## config.mk

```make
export PLATFORM = sky130hd
export DESIGN_NAME = button_conditioner
export DESIGN_NICKNAME = d
export VERILOG_FILES = /design/src/rtl/button_conditioner.sv
export SDC_FILE = /design/constraint.sdc
export NUM_CORES = 1
export LEC_CHECK = 0
export BUFFER_PORTS_ARGS = -buffer_cell sky130_fd_sc_hd__buf_2
export CAP_MARGIN = 40
export CORE_UTILIZATION = 30
export CTS_CLUSTER_SIZE = 14
export DETAILED_ROUTE_END_ITERATION = 8
export PLACE_DENSITY = 0.46
export RECOVER_POWER = 25
export SLEW_MARGIN = 15
export SYNTH_ARGS = -nofsm -noshare
export SYNTH_HDL_FRONTEND = slang
export SYNTH_SLANG_ARGS = --single-unit
export TNS_END_PERCENT = 10
```

## constraint.sdc

```tcl
create_clock -name clk -period 2.63 [get_ports clk]
set_input_delay 0.526 -clock clk [delete_from_list [all_inputs] [get_ports clk]]
set_output_delay 0.526 -clock clk [all_outputs]
set_load 0.02 [all_outputs]
```

## src/rtl/button_conditioner.sv

```systemverilog
// button_conditioner
//   Conditions raw, bouncing button/switch inputs into clean control signals.
//   Each button path is fully independent:
//     2-flop synchronizer -> debounce counter -> debounced level
//     rising edge of level -> one-cycle press pulse
//     repeat FSM -> press pulse followed by auto-repeat pulses while held
//
//   state | meaning
//   ------+-------------------------------------------------------------
//   IDLE  | button released (or auto-repeat disabled); rcnt held at 0
//   HOLD  | pressed, counting REPEAT_DELAY cycles to first auto-repeat
//   RPT   | auto-repeating, one pulse every REPEAT_PERIOD cycles
//
// Ports
//   clk        : system clock, all state changes on rising edge
//   reset      : synchronous, active-high reset
//   btn_in     : raw asynchronous button levels, 1 = pressed
//   btn_level  : debounced level per button
//   btn_pulse  : one-cycle pulse per accepted press
//   btn_repeat : one-cycle pulse on press, then auto-repeat while held
module button_conditioner #(
  parameter int               N_BTN           = 4,
  parameter int               DEBOUNCE_CYCLES = 500000,
  parameter int               REPEAT_DELAY    = 50000000,
  parameter int               REPEAT_PERIOD   = 20000000,
  parameter logic [N_BTN-1:0] REPEAT_EN       = {N_BTN{1'b1}}
) (
  input  logic             clk,
  input  logic             reset,
  input  logic [N_BTN-1:0] btn_in,
  output logic [N_BTN-1:0] btn_level,
  output logic [N_BTN-1:0] btn_pulse,
  output logic [N_BTN-1:0] btn_repeat
);

  localparam int RPT_MAX = (REPEAT_DELAY > REPEAT_PERIOD) ? REPEAT_DELAY : REPEAT_PERIOD;
  localparam int DB_W    = $clog2(DEBOUNCE_CYCLES);
  localparam int RC_W    = $clog2(RPT_MAX);

  localparam logic [DB_W-1:0] DB_TC = DB_W'(DEBOUNCE_CYCLES - 1);
  localparam logic [RC_W-1:0] RD_TC = RC_W'(REPEAT_DELAY - 1);
  localparam logic [RC_W-1:0] RP_TC = RC_W'(REPEAT_PERIOD - 1);

  localparam logic [1:0] IDLE = 2'd0;
  localparam logic [1:0] HOLD = 2'd1;
  localparam logic [1:0] RPT  = 2'd2;

  logic [N_BTN-1:0] s1_q;
  logic [N_BTN-1:0] s2_q;

  always_ff @(posedge clk) begin
    if (reset) begin
      s1_q <= '0;
      s2_q <= '0;
    end else begin
      s1_q <= btn_in;
      s2_q <= s1_q;
    end
  end

  for (genvar i = 0; i < N_BTN; i++) begin : g_btn
    logic [DB_W-1:0] dcnt_q, dcnt_d;
    logic            level_q, level_d;
    logic            rise;
    logic [1:0]      state_q, state_d;
    logic [RC_W-1:0] rcnt_q, rcnt_d;
    logic            rep_d;
    logic            pulse_q, rep_q;

    // Counter runs only while the synchronized input disagrees with the
    // accepted level; any agreement restarts the stability window.
    always_comb begin
      dcnt_d  = '0;
      level_d = level_q;
      if (s2_q[i] != level_q) begin
        if (dcnt_q == DB_TC) begin
          level_d = s2_q[i];
        end else begin
          dcnt_d = dcnt_q + 1'b1;
        end
      end
    end

    assign rise = level_d & ~level_q;

    // The FSM looks at the next level so a release landing on the same edge
    // as a terminal count suppresses that repeat pulse.
    always_comb begin
      state_d = state_q;
      rcnt_d  = rcnt_q;
      rep_d   = 1'b0;
      case (state_q)
        IDLE: begin
          rcnt_d = '0;
          if (rise) begin
            rep_d = 1'b1;
            if (REPEAT_EN[i]) state_d = HOLD;
          end
        end
        HOLD: begin
          if (!level_d) begin
            state_d = IDLE;
            rcnt_d  = '0;
          end else if (rcnt_q == RD_TC) begin
            rep_d   = 1'b1;
            rcnt_d  = '0;
            state_d = RPT;
          end else begin
            rcnt_d = rcnt_q + 1'b1;
          end
        end
        RPT: begin
          if (!level_d) begin
            state_d = IDLE;
            rcnt_d  = '0;
          end else if (rcnt_q == RP_TC) begin
            rep_d  = 1'b1;
            rcnt_d = '0;
          end else begin
            rcnt_d = rcnt_q + 1'b1;
          end
        end
        default: begin
          state_d = IDLE;
          rcnt_d  = '0;
        end
      endcase
    end

    always_ff @(posedge clk) begin
      if (reset) begin
        dcnt_q  <= '0;
        level_q <= 1'b0;
        state_q <= IDLE;
        rcnt_q  <= '0;
        pulse_q <= 1'b0;
        rep_q   <= 1'b0;
      end else begin
        dcnt_q  <= dcnt_d;
        level_q <= level_d;
        state_q <= state_d;
        rcnt_q  <= rcnt_d;
        pulse_q <= rise;
        rep_q   <= rep_d;
      end
    end

    assign btn_level[i]  = level_q;
    assign btn_pulse[i]  = pulse_q;
    assign btn_repeat[i] = rep_q;
  end

endmodule
```

==> flow_summary.json, run 1 <==
{
  "outcome": "complete, no violations",
  "dpl_cell_area_um2": 10300,
  "synth.net_count": 1143,
  "synthArstFlopShare": 0,
  "drive_gt1_frac": 0.0682,
  "cts_max_path_buffers": 3,
  "finalSetupViolCount": 0,
  "post_drt_via_cell_ratio": 4.58,
  "p_int_uw": 5580,
  "die_h_um": 183,
  "cts_max_level": 1,
  "gp_congestion": 0.739,
  "fin_crit_sh": 0.874,
  "core_um2": 31900,
  "antenna_found_initial": 0,
  "ys_seq_elements": 208,
  "syn_to_final_growth_pct": 14.1,
  "place_ws_ns": 0.293,
  "fillers": 3333,
  "vdd_ir_drop_max_mv": 0.511,
  "initial_utilization": 0.308,
  "cts_buffers": 26,
  "startpoint_type": "flop",
  "yosysSeqAreaShare": 0.424,
  "synthTopCellsByArea": "dfxtp_1, nor2_1, xor2_1, xnor2_1, nand3_1",
  "worstSetupEndpointType": "flop",
  "cap_viol_max_count": 0,
  "period_minus_slack_ns": 2.30,
  "worstPathMaxFanout": 25,
  "slew_headroom": 0.459,
  "die_area_um2": 33500,
  "critical_path_class": "flop to flop",
  "finalSetupTns_ns": 0,
  "die_x_um": 183,
  "synth_edf_count": 0,
  "drtAntennaViolNets": 0,
  "io_pins": 18,
  "cts_resized": 0,
  "grt_setup_unrepaired": "false",
  "routed_wl_mm": 19.7,
  "netlist_area_um2": 9820,
  "overflow": 0,
  "final_util": 0.352,
  "p_sw_uw": 1370,
  "drc_errors": 0,
  "synthDistinctLibCells": 75,
  "synthCells": 1113,
  "grt_start_max_net_pins": 26,
  "yosys_warnings": 0,
  "worstPathCellList": "ha_1 > nand4_1 > nor4_1 > and3_2 > mux2_4 > o2111ai_4 > buf_4 > nor2_1",
  "final_cell_area_um2": 11200,
  "grt_pass1_vias": 6934,
  "clock-sinks": 208,
  "clock.fmax_ghz": 0.435,
  "setup_slack_ns": 0.331,
  "seqPwrFrac": 0.456,
  "worst_slew_pin_slew_ns": 0.811,
  "arrival_ns": 2.69,
  "clock_skew_ns": 0.00987,
  "critPathSlowestCell": "dfxtp_1",
  "clkSlewWorstSetupHoldPaths_ns": 0.06,
  "powerDensity_nw_per_um2": 620,
  "avgSynthCellArea_um2": 8.83,
  "dr.pass1.iters": 5,
  "insertion_delay_ns": 0.52,
  "detail_route.wl_per_cell_um": 12.4,
  "dpl.hpwl_mm": 13.5,
  "num_vias": 7294,
  "grt_pass1_wl_mm": 34.0,
  "synthFlopType": "dfxtp_1",
  "drtIter0Drc": 360,
  "required_ns": 3.03,
  "leakagePower_uw": 0.00361,
  "hold_buffers": 0,
  "layout.nets": 1171,
  "num_rows": 65,
  "place.port_buffers": 17,
  "slew_viol_final": 0,
  "cts_setup_buffers": 0,
  "pwr-share-comb": 0.007,
  "swShare": 0.198,
  "hold_viol_final": 0,
  "clockRootBuffer": "clkbuf_16",
  "power.share.clock": 0.538,
  "antenna_cells": 0,
  "hold_class": "primary input to flop",
  "grt_usage": 0.120,
  "synth_top_area_cell": "dfxtp_1",
  "synth_top_cell_area_share": 0.424,
  "cts_tree": "built",
  "slowest_delay_ns": 0.36
}
[registers in the layout, summed over array words and instances, names as in the netlist]
signal,cells
g_btn.dcnt_q,76
g_btn.level_q,4
g_btn.pulse_q,4
g_btn.rcnt_q,104
g_btn.rep_q,4
g_btn.state_q,8
s1_q,4
s2_q,4
[synthesized netlist by cell type (all sizes together), types with 5 or more instances]
cell type  number
a21oi           7
nand4b          7
buf            25
nor4b          20
mux2i           5
xnor2          73
xor2           92
dfxtp         208
nand3          71
nand2          62
clkbuf          6
nor4bb          6
o21ai           9
nor2b          12
and2           12
ha             24
inv            44
nor3           20
nor2          238
nand4          49
and3           28
and4           17
or2             5
nor4           15
and4b           6
[layout by cell type (no fill, tap or decap), types with 27 or more instances in the layout]
cell type,instances
nand3_1,71
clkbuf_16,27
xnor2_1,73
xor2_1,92
nand4_1,49
dfxtp_1,208
and3_1,27
nand2_1,62
inv_1,44
nor2_1,237
[logic make-up after synthesis]
| kind of cell | after synthesis | synth area share |
|---|---|---|
| flops | 208 | 0.424 |
| mux | 8 | 0.00891 |
| fa+ha+maj | 24 | 0.0306 |
| buf+inv | 75 | 0.0386 |
| xor+xnor | 165 | 0.147 |
| compound gates | 46 | 0.0376 |
| simple gates | 587 | 0.313 |
[power groups by stage]
stage	registers, µW	logic [µW]	clock network, µW
4_1_cts	3160	50.4	3880
3_5_place_dp	3230	50.2	0
3_3_place_gp	3230	50.4	0
5_1_grt	3160	51.6	4020
2_1_floorplan	3230	28.5	0
6_report	3160	45.5	3740
[cell type report]
| cell class | count | area, µm² | share of cell area |
|---|---|---|---|
| Clock inverter | 7 | 110 | 0.00982 |
| Tap cell | 435 | 544 | 0.0486 |
| Sequential cell | 208 | 4160 | 0.371 |
| Clock buffer | 39 | 811 | 0.0723 |
| Inverter | 44 | 165 | 0.0147 |
| Multi-Input combinational cell | 830 | 5260 | 0.470 |
| Timing Repair Buffer | 31 | 151 | 0.0135 |
[worst max-delay path, delay by kind of cell, from the launching register on]
family                   cells  cell delay, ns
AO/OA/AOI/OAI                1            0.09
flip-flops                   1            0.36
buffers and inverters        1            0.31
adder cells (fa/ha/maj)      1            0.21
multiplexers                 1            0.32
AND/OR/NAND/NOR              4            0.87
[metal layers]
layer / GRT usage / vias to the layer above / wire [µm]
li1: - / 3859 / -
met1: 0.175 / 3344 / 10500
met2: 0.181 / 60 / 8130
met3: 0.0193 / 31 / 640
met4: 0.0347 / 0 / 405
met5: 0 / - / 0
[stage by stage]
step / cells / power [µW] / hold WS [ns]
after floorplan: 1113 / 3260 / 0.412
after global routing: 1594 / 7240 / 0.218
after CTS: 1594 / 7100 / 0.207
final: 1594 / 6950 / 0.233
after detailed placement: 1548 / 3280 / 0.433
after global placement: 1548 / 3280 / 0.417
[path summary, 6_finish.rpt]
path / from / endpoint / slack [ns] / depth (start not counted)
min reg2reg: g_btn[3].rcnt_q[0] / g_btn[3].rcnt_q[0] / 0.44 / 1
max: g_btn[1].dcnt_q[0] / g_btn[1].rcnt_q[5] / 0.33 / 8
max reg2reg: g_btn[1].dcnt_q[0] / g_btn[1].rcnt_q[5] / 0.33 / 8
min: btn_in[1] / s1_q[1] / 0.23 / 2
(Power assumes the default switching activity.)
==> run 2, diff against run 1 <==
--- a/config.mk
+++ b/config.mk
@@ -12,2 +12,3 @@
 export DETAILED_ROUTE_END_ITERATION = 8
+export GPL_TIMING_DRIVEN = 0
 export PLACE_DENSITY = 0.46
==> constraint.sdc (replaced) <==
create_clock -name clk -period 2.63 [get_ports clk]
set_input_delay 0.1315 -clock clk [delete_from_list [all_inputs] [get_ports clk]]
set_output_delay 0.1315 -clock clk [all_outputs]
set_load 0.02 [all_outputs]
==> run 2 against run 1 <==
Critical path depth did not move; clock power barely moved; maximum frequency fell by 2.7%; first-iteration DRC count fell by 21%; non-clock buffer count rose by 21; core utilization rose by 0.53 points; sequential share of layout area fell by 0.55 points; power fell by 0.22%; critical endpoint is now g_btn[2].rcnt_q[22]; largest cell class unchanged.
==> flow_summary.json, run 2 (synthesized netlist as in run 1, its figures left out) <==
{
  "outcome": "complete, no violations",
  "finalSetupTns_ns": 0,
  "drc_errors": 0,
  "grt_pass1_wl_mm": 35.1,
  "grt_setup_unrepaired": "false",
  "grt_start_max_net_pins": 14,
  "hold_class": "primary input to flop",
  "cts_buffers": 27,
  "setup_slack_ns": 0.268,
  "grtUsageMet2": 0.200,
  "top_register": "g_btn.rcnt_q",
  "drtIter0Drc": 286,
  "insertion_delay_ns": 0.54,
  "syn_to_final_growth_pct": 15.8,
  "seqCellArea_um2": 4160,
  "leakagePower_uw": 0.00370,
  "clock.fmax_ghz": 0.423,
  "fillers": 3362,
  "vdd_ir_drop_max_mv": 0.460,
  "seqPwrFrac": 0.457,
  "routed_wl_mm": 20.1,
  "clkSlewWorstSetupHoldPaths_ns": 0.06,
  "cts_max_path_buffers": 3,
  "layout_common_cells": "nor2_1, dfxtp_1, xor2_1",
  "overflow": 0,
  "detail_route.wl_per_cell_um": 12.4,
  "drtAntennaViolNets": 0,
  "die_area_um2": 33500,
  "place.port_buffers": 17,
  "antenna_cells": 0,
  "period_minus_slack_ns": 2.36,
  "place_ws_ns": 0.0782,
  "multi_input_area_um2": 5270,
  "fin_hold_ws_ns": 0.167,
  "initial_utilization": 0.308,
  "grtUsageMet1": 0.169,
  "cts_max_level": 1,
  "num_rows": 65,
  "fin_crit_sh": 0.898,
  "worstPathMaxFanout": 10,
  "final_util": 0.357,
  "finalSetupViolCount": 0,
  "io_pins": 18,
  "cts_setup_buffers": 0,
  "required_ns": 3.05,
  "arrival_ns": 2.79,
  "cap_viol_max_count": 0,
  "die_h_um": 183,
  "p_sw_uw": 1420,
  "powerDensity_nw_per_um2": 609,
  "clock_skew_ns": 0.0143,
  "startpoint_type": "flop",
  "largest_reg_flops": 104,
  "clock-sinks": 208,
  "met3_usage": 0.0187,
  "grt_busiest_layer": "met2",
  "cts_tree": "built",
  "num_vias": 7408,
  "worst_slew_pin_slew_ns": 0.736,
  "p_int_uw": 5510,
  "core_um2": 31900,
  "layout_commonest_cell": "nor2_1",
  "swShare": 0.205,
  "reg_top3": "g_btn.rcnt_q x104, g_btn.dcnt_q x76, g_btn.state_q x8",
  "grt_pass1_vias": 7171,
  "post_drt_via_cell_ratio": 4.58,
  "die_x_um": 183,
  "power.share.clock": 0.536,
  "pwr-share-comb": 0.007,
  "grt_usage": 0.125,
  "clockRootBuffer": "clkbuf_16",
  "dpl.hpwl_mm": 14.1,
  "slew_headroom": 0.506,
  "slew_viol_final": 0,
  "layout.nets": 1193,
  "critical_path_class": "flop to flop",
  "worstSetupEndpointType": "flop",
  "drive_gt1_frac": 0.0802,
  "dr.pass1.iters": 5,
  "gp_congestion": 0.768,
  "antenna_found_initial": 0,
  "hold_viol_final": 0
}
## run 2: changes by cell type in the layout (fill, tap and decap cells not counted), moves of 2 or more
cell	change
buf_2	+8
clkbuf_4	+2
buf_4	+2
dlygate4sd3_1	+4
buf_6	+6
and2_0	+3
clkbuf_1	+3
and2_1	-2
## run 2: path summary, 6_finish.rpt
| check | cells after the start | end | slack (ns) | from |
|---|---|---|---|---|
| worst max-delay path | 8 | g_btn[2].rcnt_q[22] | 0.27 | g_btn[2].dcnt_q[0] |
| worst min-delay path | 3 | g_btn[0].level_q | 0.17 | reset |
| worst max register to register | 8 | g_btn[2].rcnt_q[22] | 0.27 | g_btn[2].dcnt_q[0] |
| worst min register to register | 1 | g_btn[3].rcnt_q[0] | 0.44 | g_btn[3].rcnt_q[0] |
## run 2: worst max-delay path, cell delays in order, from the launching register on
cell	delay, ns
dfxtp_1	0.37
ha_1	0.23
nand3_1	0.13
nor2_1	0.27
and4_1	0.36
mux2i_4	0.36
nand4b_4	0.23
buf_2	0.24
nor2_1	0.07
## run 2: layout make-up
cell class	count	area share
multi-input cells	830	0.463
flip-flops and latches	208	0.366
clock buffers	44	0.0729
well taps	435	0.0478
plain buffers	31	0.0189
inverters	44	0.0145
repair buffers	21	0.00979
clock inverters	6	0.00737
## run 2: per-layer routing
layer | wire length (µm) | up-vias
li1 | - | 3904
met1 | 10200 | 3385
met2 | 8630 | 80
met3 | 599 | 39
met4 | 641 | 0
met5 | 0 | -
## run 2: what timing repair did
action                     4_1_cts  5_1_grt
hold endpoints to repair         4        0
setup endpoints to repair        0       21
gates resized for setup          0        3
hold buffers                     4        0
## run 2: metrics by stage
step / power (µW) / area, µm² / instances
2_1_floorplan: 3260 / 9820 / 1113
4_1_cts: 7070 / 11400 / 1619
6_report: 6930 / 11400 / 1619
5_1_grt: 7190 / 11400 / 1619
3_3_place_gp: 3280 / 10500 / 1565
3_5_place_dp: 3280 / 10500 / 1565
## run 2: power by group through the flow
stage,sequential [µW],combinational (µW),clock [µW]
detailed placement,3230,49.1,0
floorplan,3230,28.5,0
finish,3170,51.1,3710
CTS,3160,53.6,3850
global route,3160,58.1,3970
global placement,3230,48.8,0
